`src/rtl/mem_arbiter.sv`:
```
// Two-requester (fetch/data) arbiter onto a single memory port, one transaction in flight.
// Define MEM_ARB_ROUND_ROBIN_EN for alternating grants on contention; default is data-first priority.
module mem_arbiter (
    input  logic        clk,
    input  logic        reset,
    input  logic [31:0] i_address,
    input  logic        i_enable,
    output logic [31:0] i_instruction,
    output logic        i_stall,
    input  logic [31:0] d_address,
    input  logic [3:0]  d_byteenable,
    input  logic        d_read,
    input  logic        d_write,
    input  logic [31:0] d_writedata,
    output logic [31:0] d_readdata,
    output logic        d_stall,
    output logic        m_req,
    output logic        m_we,
    output logic [31:0] m_address,
    output logic [3:0]  m_byteenable,
    output logic [31:0] m_writedata,
    input  logic        m_ack,
    input  logic [31:0] m_rdata
);

    typedef enum logic [1:0] {
        IDLE   = 2'd0,
        BUSY_I = 2'd1,
        BUSY_D = 2'd2
    } state_t;

    state_t      r_state;
    logic        r_m_req;
    logic        r_m_we;
    logic [31:0] r_m_address;
    logic [3:0]  r_m_byteenable;
    logic [31:0] r_m_writedata;

    logic        w_dreq;
    logic        w_grant_d;
    logic        w_ack_i;
    logic        w_ack_d;

    assign w_dreq  = d_read | d_write;
    assign w_ack_i = (r_state == BUSY_I) & m_ack;
    assign w_ack_d = (r_state == BUSY_D) & m_ack;

`ifdef MEM_ARB_ROUND_ROBIN_EN
    // Set when data won the most recent grant; cleared (fetch) out of reset.
    logic r_last_d;
    assign w_grant_d = w_dreq & (~i_enable | ~r_last_d);
`else
    assign w_grant_d = w_dreq;
`endif

    always_ff @(posedge clk or posedge reset) begin
        if (reset) begin
            r_state        <= IDLE;
            r_m_req        <= 1'b0;
            r_m_we         <= 1'b0;
            r_m_address    <= '0;
            r_m_byteenable <= '0;
            r_m_writedata  <= '0;
`ifdef MEM_ARB_ROUND_ROBIN_EN
            r_last_d       <= 1'b0;
`endif
        end else begin
            case (r_state)
                IDLE: begin
                    if (w_grant_d) begin
                        r_state        <= BUSY_D;
                        r_m_req        <= 1'b1;
                        r_m_we         <= d_write;
                        r_m_address    <= d_address;
                        r_m_byteenable <= d_byteenable;
                        r_m_writedata  <= d_writedata;
`ifdef MEM_ARB_ROUND_ROBIN_EN
                        r_last_d       <= 1'b1;
`endif
                    end else if (i_enable) begin
                        r_state        <= BUSY_I;
                        r_m_req        <= 1'b1;
                        r_m_we         <= 1'b0;
                        r_m_address    <= i_address;
                        r_m_byteenable <= 4'hF;
`ifdef MEM_ARB_ROUND_ROBIN_EN
                        r_last_d       <= 1'b0;
`endif
                    end
                end
                BUSY_I, BUSY_D: begin
                    // Fields stay frozen until the ack; requester input changes are ignored.
                    if (m_ack) begin
                        r_state <= IDLE;
                        r_m_req <= 1'b0;
                        r_m_we  <= 1'b0;
                    end
                end
                default: begin
                    r_state <= IDLE;
                    r_m_req <= 1'b0;
                    r_m_we  <= 1'b0;
                end
            endcase
        end
    end

    assign m_req         = r_m_req;
    assign m_we          = r_m_we;
    assign m_address     = r_m_address;
    assign m_byteenable  = r_m_byteenable;
    assign m_writedata   = r_m_writedata;

    assign i_stall       = i_enable & ~w_ack_i;
    assign d_stall       = w_dreq & ~w_ack_d;
    assign i_instruction = m_rdata;
    assign d_readdata    = m_rdata;

endmodule

```
`config.mk`:
```
export PLATFORM = sky130hd
export DESIGN_NAME = mem_arbiter
export DESIGN_NICKNAME = d
export VERILOG_FILES = /design/src/rtl/mem_arbiter.sv
export SDC_FILE = /design/constraint.sdc
export NUM_CORES = 1
export LEC_CHECK = 0
export CAP_MARGIN = 20
export CORE_AREA = 2 2 105 107
export CTS_CLUSTER_DIAMETER = 120
export DETAILED_ROUTE_END_ITERATION = 10
export DIE_AREA = 0 0 107 109
export MAX_ROUTING_LAYER = met4
export PLACE_DENSITY = 0.88
export SLEW_MARGIN = 20
export SYNTH_ARGS = -nofsm -noshare
export SYNTH_HDL_FRONTEND = slang
export SYNTH_SLANG_ARGS = --single-unit
```
`constraint.sdc`:
```
create_clock -name clk -period 3.23 [get_ports clk]
set_input_delay 0.4845 -clock clk [delete_from_list [all_inputs] [get_ports clk]]
set_output_delay 0.4845 -clock clk [all_outputs]
set_load 0.05 [all_outputs]
```
## After elaboration in Yosys (flattened, before gate mapping)

Cells that the tools add are included.
Widths: inputs -> output; s select.

- Flip-flop bits (word level): 72
- Latch bits: 0
- Memory bits (writable): 0
- Memory bits (read-only): 0
- Memories: 0

- Add/sub/neg operators: 0
- $mul: 0
- Div/mod/pow operators: 0
- Order comparisons: 0
- Eq/ne operators: 4
- Shift operators: 0
- Multiplexer cells: 15
- Bitwise logic cells: 7
- Reductions and logical operators: 6

Operators by type and width:

| cell | count |
|---|---|
| $mux 32 | 2 |
| $mux 4 | 2 |
| $mux 2 | 3 |
| $reduce_and 2->1 | 3 |
| $mux 1 | 5 |
| $and 1x1->1 | 4 |
| $pmux 1 s2 | 2 |
| $pmux 2 s2 | 1 |
| $ne 3x3->1 const B | 1 |
| $eq 2x1->1 const B | 1 |
| $eq 2x2->1 const B | 1 |
| $logic_not 2->1 | 1 |
| $ne 2x2->1 const B | 1 |
| $not 1->1 | 2 |
| $reduce_bool 2->1 | 1 |
| $reduce_or 2->1 | 1 |
| $or 1x1->1 | 1 |

## Depth between registers and ports, before layout

Gate-level depths: netlist of the first run.

- Depth in word-level cells: 4
- Depth in mapped cells: 7
- Gate-level depth less buffers: 5

## Worst setup path before layout of the first run

Ideal clock, no wire load.

- Path kind: input to output
- Start point: in d_read
- End point: out d_stall
- Data arrival time: 1.676 ns
- Data required time: 2.745 ns
- Path slack: 1.069 ns
- Stages: 4
- Path buffers: 2
- Cell sequence: buf_2 > nor2_4 > buf_6 > a21oi_1

- Word-level cells in the longest chain between the ends: 2

Ends and longest elaborated chain:

| element | line | source |
|---|---|---|
| from (decl) | 12 | `input logic d_read,` |
| $or 1x1->1 | 44 | `assign w_dreq = d_read \| d_write;` |
| $and 1x1->1 | 115 | `assign d_stall = w_dreq & ~w_ack_d;` |
| to (decl) | 16 | `output logic d_stall,` |

Every way passes these cells.

## Worst setup path after layout of the first run

- Start point: in i_enable
- End point: out i_stall

- Word-level cells in the longest chain between the ends: 1

Ends and longest elaborated chain:

| element | line | source |
|---|---|---|
| from (decl) | 7 | `input logic i_enable,` |
| $and 1x1->1 | 114 | `assign i_stall = i_enable & ~w_ack_i;` |
| to (decl) | 9 | `output logic i_stall,` |

Every way passes these cells.

==> results.txt, run 1 <==
Vias - 2665
Nets - 564
Detailed Route WL - 8902 um
Final GP Congestion - 0.7622
Vias in the first global route - 2781
Leakage - 2.104 nW
Htree depth - 3
Synthesized flop and latch total - 72
CP Data Required Time - 2.75 ns
Slew headroom - 0.5179
Top Usage Layer GRT - met2
Hold_buf cts - 0
Worst setup margin - 0.5653 ns
Outcome - completed
Post-CTS Setup Bufs - 0
Std-Cell Rows - 38
GR Util met3 - 0.05619
GR Util met2 - 0.2580
CTS resizes - 0
Peak supply drop - 0.0006825 V
Power Density - 1149 nW/um^2
Critical-path maximum fanout - 5
CTS Buffer Depth - 2
Congestion Overflow GR - 0
Post-synth EDFFs - 0
Max Slew Vio Count - 0
Max Clk Rate - 375.3 MHz
Tot Pwr - 5.939 mW
Area growth syn-to-layout - 44.16%
Final period utilization - 0.8250
Register area share after synthesis - 0.5023
CTS buffer count - 9
Drt first pass iters - 4
Startpoint Class - input pin
Worst hold slack - 0.4814 ns
Port bufs - 177
Crit end category - output port
Initial DRC Count - 94
Clock root buffer - clkbuf_8
Initial antenna violation count - 0
Drt drc - 0
Most common library cell in the layout ignoring fill and taps - clkdlybuf4s50_1
Gr usage total - 0.1564
Die width - 107 um
Synth warn - 0
Post-DR wirelength/cell - 15.67 um
Syn Area/Cell - 11.61 sq um
Highest-count cells in the layout ignoring fill and taps - clkdlybuf4s50_1 (176), dfrtp_1 (72), mux2i_1 (32), nand2_1 (32), o21ai_0 (32)
Post-route ant nets - 0
Top Ports - 274
Post-DP HPWL - 6954 um
Post-Layout Cell Count - 568
Final hold vios - 0
CTS tree - yes
Main synth FF type - dfrtp_1
Worst Hold Class - reg -> reg
Worst EP arrival - 2.18 ns
RSZ-0062 raised after global routing - no
Ant. Diodes - 0
Kind of critical path - in -> out
Cells after Synth - 309
Top-area cell type share of the netlist area - 0.5023
Synth top area cells - dfrtp_1 (50%), buf_4 (14%), mux2_2 (9.4%)
Net Count, Synth - 450
Layout Skew - 0.01138 ns
Clock-pin slew on the worst setup and hold paths - 0.07 ns
Setup violators final - 0
Die Area - 11660 sq um
Initial Util - 0.3383
Largest net degree at the start of global routing - 65
TritonCTS Sinks - 72
First-pass GRT wire length - 13470 um
Die Y-Extent - 109 um
Post-synth top area cell - dfrtp_1
Synthesized area - 3587 sq um
Distinct cells, synth - 23
Layout cells sized above 1 - 0.1285
DR vias/cell - 4.692
Placed instance count - 552
Met1 usage - 0.1661
Slew @ Worst Pin - 0.7223 ns
Clk_lat worst skew - 0.34 ns
# Max-Cap Violations - 0
TNS Setup - 0 ns
Core area - 10600 sq um
Tmin final - 2.665 ns
Post-synthesis async set-or-reset flop share - 1.000
Post-Place Setup Slack - 0.6027 ns
==> worst paths after layout <==
path	cells past startpoint	from	endpoint	slack (ns)
max in group asynchronous	3	reset	m_writedata[5]$_DFFE_PP0P_	1.99
min in group asynchronous	2	reset	m_writedata[9]$_DFFE_PP0P_	0.56
hold reg to reg	2	m_address[2]$_DFFE_PP0P_	m_address[2]$_DFFE_PP0P_	0.48
setup reg to reg	5	r_state[0]$_DFFE_PP0P_	m_writedata[20]$_DFFE_PP0P_	1.38
hold / removal	2	m_address[2]$_DFFE_PP0P_	m_address[2]$_DFFE_PP0P_	0.48
setup / recovery	4	i_enable	i_stall	0.57
==> worst max-delay path: stages <==
cell and delay (ns):
clkdlybuf4s50_1 0.58, inv_1 0.10, a21oi_1 0.18, clkdlybuf4s50_1 0.83
==> Yosys cell counts (3+ instances only) <==
| cell type | count |
|---|---|
| inv_1 | 4 |
| o21ai_0 | 32 |
| o22a_1 | 5 |
| buf_4 | 65 |
| ha_1 | 3 |
| a21oi_1 | 5 |
| mux2i_1 | 32 |
| nand2_1 | 32 |
| buf_2 | 6 |
| nor2_1 | 3 |
| buf_6 | 6 |
| mux2_2 | 30 |
| dfrtp_1 | 72 |
==> metrics by stage <==
step	util	cell area, sq um
CTS	0.4877	5171
global placement	0.4692	4975
floorplan	-	3587
global route	0.4877	5171
finish	0.4877	5171
detailed placement	0.4692	4975
==> sequential cells by signal, indices dropped and copies added (netlist names) <==
signal / flops
m_req: 1
m_byteenable: 4
r_state: 2
m_we: 1
m_address: 32
m_writedata: 32
==> per-layer routing <==
metal | up-vias | wire length [um] | share of wire
li1 | 1205 | - | -
met1 | 1269 | 3344 | 0.38
met2 | 157 | 4388 | 0.49
met3 | 34 | 889 | 0.10
met4 | 0 | 280 | 0.031
met5 | - | 0 | 0
==> where the power goes <==
part           internal [mW]  leakage, nW  switching (mW)  total [mW]
clock                  0.359       0.0851           0.356       0.715
sequential              1.36        0.858           0.250        1.61
combinational           1.29         1.16            2.33        3.61
==> layout make-up <==
class / count / area [sq um]
fill: 941 / 5431
timing repair buffer: 182 / 1807
sequential: 72 / 1802
multi-input combinational: 154 / 1175
tap: 140 / 175.2
clock buffer: 10 / 127.6
clock inverter: 6 / 68.82
inverter: 4 / 16.27
==> logic make-up after synthesis <==
group,share of synthesized area
muxes,0.1897
adders and majority gates,0.01047
and+or+nand+nor,0.04639
DFF,0.5023
buffers and inverters,0.1702
AOI/OAI and AO/OA,0.08092
(Power assumes the default switching activity.)
==> inputs of run 2 (changes only) <==
Settings changed: CORE_AREA 2 2 105 107 to not set, CORE_MARGIN set to 2, CORE_UTILIZATION set to 34, DIE_AREA 0 0 107 109 to not set, PLACE_DENSITY 0.88 to 0.87.
Clock period 3.23 ns to 2.6 ns, I/O delays scaled along.
==> run 2 against run 1 <==
  * Register-to-register slack lost 0.44 ns
  * Count of clock-buffer cells in the layout is 1 lower
  * Utilization grew 2.3 points
==> results.txt, run 2 (synthesized netlist as in run 1, its figures left out) <==
Outcome - completed
Startpoint Class - flop
GR Util met2 - 0.2516
R2r startpoint - r_state[0]$_DFFE_PP0P_
Max Slew Vio Count - 0
CP Data Required Time - 2.21 ns
Setup violators final - 0
Top Usage Layer GRT - met2
Met1 usage - 0.1850
Htree depth - 3
Tmin final - 1.953 ns
Largest net degree at the start of global routing - 65
Initial antenna violation count - 0
Hold_buf cts - 0
Placed cell area - 5010 sq um
Slew headroom - 0.6230
Drt first pass iters - 4
Vias - 2546
Worst setup margin - 0.6465 ns
Kind of critical path - reg -> out
Layout cells sized above 1 - 0.1311
Area growth syn-to-layout - 46.46%
Gr usage total - 0.1586
Final period utilization - 0.7513
Power Density - 1448 nW/um^2
GR Util met3 - 0.05836
Most common library cell in the layout ignoring fill and taps - clkdlybuf4s50_1
Nets - 563
Die Y-Extent - 106.7 um
Vias in the first global route - 2762
DR vias/cell - 4.522
Detailed Route WL - 8696 um
Worst EP arrival - 1.56 ns
First-pass GRT wire length - 13610 um
Post-Layout Cell Count - 563
Die width - 106.7 um
Final GP Congestion - 0.6793
Post-route ant nets - 0
Worst path max stage delay - 0.83 ns
Max Clk Rate - 511.9 MHz
Worst path cell trace - clkdlybuf4s50_1
Initial DRC Count - 62
Post-route design area - 5254 sq um
Layout Utilization - 0.5112
Clk_lat worst skew - 0.34 ns
Core area - 10280 sq um
Drt drc - 0
CP top delay family - buffers and inverters
# Max-Cap Violations - 0
Highest-count cells in the layout ignoring fill and taps - clkdlybuf4s50_1 (175), dfrtp_1 (72), mux2i_1 (32), nand2_1 (32), o21ai_0 (32)
Clock-pin slew on the worst setup and hold paths - 0.07 ns
Peak supply drop - 0.0008925 V
Layout Skew - 0.006476 ns
Post-DP HPWL - 6643 um
Slew @ Worst Pin - 0.5648 ns
TNS Setup - 0 ns
Reg2reg setup slack - 0.94 ns
Final hold vios - 0
Post-Place Setup Slack - 0.6296 ns
Crit end category - output port
CTS resizes - 0
RSZ-0062 raised after global routing - no
Critical-path top delay cell - clkdlybuf4s50_1
Placed instance count - 547
Std-Cell Rows - 37
CTS buffer count - 9
Critical-path maximum fanout - 2
Buffers plus inverters on the worst setup path - 1
CTS Buffer Depth - 2
Crit path from - m_address[9]$_DFFE_PP0P_
Ant. Diodes - 0
Worst hold slack - 0.4005 ns
Die Area - 11390 sq um
Initial Util - 0.3490
Leakage - 2.153 nW
Top Ports - 274
Clock root buffer - clkbuf_8
Tot Pwr - 7.606 mW
Post-DR wirelength/cell - 15.45 um
Post-CTS Setup Bufs - 0
Port bufs - 177
TritonCTS Sinks - 72
Congestion Overflow GR - 0
Worst Hold Class - in -> async
CTS tree - yes
run 2: cell types whose count changed in the layout (fill, tap and decap cells not counted):
| cell | delta |
|---|---|
| buf_12 | +4 |
| buf_4 | -4 |
| clkinvlp_4 | -3 |
| bufinv_16 | +2 |
| clkinv_4 | +2 |
| clkbuf_1 | -1 |
| clkdlybuf4s50_1 | -1 |
| clkinv_2 | +1 |
| inv_6 | -1 |
run 2: path summary, 6_finish.rpt:
path,end,depth (start not counted)
setup / recovery,m_address[9],1
hold / removal,m_address[12]$_DFFE_PP0P_,2
setup reg to reg,m_writedata[13]$_DFFE_PP0P_,5
hold reg to reg,m_address[13]$_DFFE_PP0P_,2
max in group asynchronous,m_writedata[31]$_DFFE_PP0P_,3
min in group clk,m_address[13]$_DFFE_PP0P_,2
run 2: area by class of cell:
cell class | instances | area (sq um)
timing repair buffer | 181 | 1847
tap | 136 | 170.2
fill | 940 | 5024
clock buffer | 9 | 123.9
inverter | 4 | 16.27
multi-input combinational | 154 | 1175
clock inverter | 7 | 120.1
sequential | 72 | 1802
run 2: where the power goes:
part	internal (mW)	total (mW)	switching [mW]
clock	0.639	1.08	0.437
combinational	1.64	4.52	2.88
sequential	1.69	2.01	0.318
total	3.97	7.61	3.63
run 2: per-layer routing:
layer / up-vias / part of all wire / wire length, um
li1: 1206 / - / -
met1: 1172 / 0.41 / 3582
met2: 144 / 0.48 / 4159
met3: 24 / 0.090 / 781
met4: 0 / 0.020 / 173
met5: - / 0 / 0
==> inputs of run 3 (changes only) <==
Clock period 2.6 ns to 1.84 ns, I/O delays scaled along.
==> run 3 against run 2 <==
  * Wire length rose by 7.4%
  * Global-route usage rose by 1.3 points
  * Clock power barely moved
  * Combinational power rose by 40%
  * Utilization fell by 0.61 points
  * Sequential power rose by 42%
  * Hold slack got worse by 0.014 ns
  * Die area did not move
  * Critical endpoint is now m_address[0]
  * Largest cell class unchanged
==> results.txt, run 3 (synthesized netlist as in run 1, its figures left out) <==
Outcome - completed
# Max-Cap Violations - 0
Multi-input combinational cell area - 1175 sq um
Post-DR wirelength/cell - 16.45 um
Vias in the first global route - 2854
Vias - 2576
Slew @ Worst Pin - 0.5213 ns
Nets - 568
Crit end category - output port
Final period utilization - 0.9768
Layout cells sized above 1 - 0.2014
CTS buffer count - 9
Worst path cell trace - clkdlybuf4s50_1
Htree depth - 3
Std-Cell Rows - 37
Worst Hold Class - in -> async
Initial Util - 0.3490
Worst path max stage delay - 0.81 ns
CTS Buffer Depth - 2
Initial DRC Count - 102
Die Area - 11390 sq um
Top Ports - 274
Worst setup margin - 0.04268 ns
Post-route ant nets - 0
Clk_lat worst skew - 0.34 ns
Congestion Overflow GR - 0
Gr usage total - 0.1711
Max Clk Rate - 556.4 MHz
Kind of critical path - reg -> out
Post-DP HPWL - 7348 um
Buffers plus inverters on the worst setup path - 1
Leakage - 2.280 nW
Clock-pin slew on the worst setup and hold paths - 0.08 ns
CP Data Required Time - 1.56 ns
Tot Pwr - 10.29 mW
Critical-path top delay cell - clkdlybuf4s50_1
Post-route design area - 5191 sq um
Die width - 106.7 um
Highest-count cells in the layout ignoring fill and taps - clkdlybuf4s50_1 (136), dfrtp_1 (72), buf_4 (34)
Initial antenna violation count - 0
CTS tree - yes
Tmin final - 1.797 ns
Slew headroom - 0.6514
Peak supply drop - 0.001131 V
Layout Skew - 0.008218 ns
TNS Setup - 0 ns
Detailed Route WL - 9341 um
Largest net degree at the start of global routing - 73
TritonCTS Sinks - 72
First-pass GRT wire length - 14390 um
Register area - 1802 sq um
DR vias/cell - 4.535
Ant. Diodes - 0
Core area - 10280 sq um
Die Y-Extent - 106.7 um
Final hold vios - 0
Area growth syn-to-layout - 44.72%
Max Slew Vio Count - 0
Fillers - 920
Setup violators final - 0
Clock root buffer - clkbuf_8
Post-Place Setup Slack - 0.007590 ns
Post-CTS Setup Bufs - 0
Placed cell area - 4992 sq um
Worst EP arrival - 1.52 ns
Drt first pass iters - 4
CP top delay family - buffers and inverters
Worst hold slack - 0.3870 ns
Most common library cell in the layout ignoring fill and taps - clkdlybuf4s50_1
Critical-path maximum fanout - 2
Port bufs - 177
Startpoint Class - flop
Drt drc - 0
Final GP Congestion - 0.7340
RSZ-0062 raised after global routing - no
Power Density - 1983 nW/um^2
[run 3: cell count changes in the layout (fill, tap and decap cells not counted)]
cell / delta
dlymetal6s2s_1: +10
bufinv_16: -3
clkinvlp_4: +1
buf_4: +32
dlygate4sd2_1: +1
clkdlybuf4s50_1: -39
clkbuf_1: +2
clkinv_2: -1
buf_12: +1
clkbuf_8: +1
[run 3: metal layers]
metal  wire length (um)  vias to the layer above  share of wire  track usage
met5                  0                        -              0            -
met4                327                        0          0.035      0.09647
met3                727                       35          0.078      0.04195
met2               4719                      140           0.51       0.2889
met1               3566                     1186           0.38       0.1844
li1                   -                     1215              -            -
[run 3: what timing repair did]
item | 4_1_cts | 5_1_grt
endpoints found under the setup margin | 1 | 10
resized for setup | 1 | 10
hold buffers | 0 | 0
[run 3: area by class of cell]
class / count / share of cell area
timing repair buffer: 186 / 0.3565
sequential: 72 / 0.3471
multi-input combinational: 154 / 0.2263
tap: 136 / 0.03278
clock buffer: 12 / 0.02796
clock inverter: 4 / 0.005785
inverter: 4 / 0.003615
[run 3: report_power, final]
group / switching (mW) / leakage, nW / internal [mW] / total (mW)
Clock: 0.583 / 0.0866 / 0.530 / 1.11
Sequential: 0.470 / 0.858 / 2.39 / 2.86
Combinational: 4.10 / 1.34 / 2.22 / 6.32
Total: 5.15 / 2.28 / 5.14 / 10.3
[run 3: stage by stage]
step                cells  utilization
detailed placement    552       0.4858
floorplan             309            -
finish                568       0.5051
global placement      552       0.4858
CTS                   568       0.5027
global route          568       0.5051
[run 3: worst paths after layout]
| path | from | endpoint | slack [ns] | cells after the start |
|---|---|---|---|---|
| max | m_address[0]$_DFFE_PP0P_ | m_address[0] | 0.04 | 1 |
| min | reset | m_writedata[23]$_DFFE_PP0P_ | 0.39 | 3 |
| max reg2reg | r_state[1]$_DFFE_PP0P_ | m_writedata[10]$_DFFE_PP0P_ | 0.17 | 5 |
| min reg2reg | m_address[19]$_DFFE_PP0P_ | m_address[19]$_DFFE_PP0P_ | 0.49 | 2 |
| max in group asynchronous | reset | r_state[1]$_DFFE_PP0P_ | 1.17 | 3 |
| min in group clk | m_address[19]$_DFFE_PP0P_ | m_address[19]$_DFFE_PP0P_ | 0.49 | 2 |
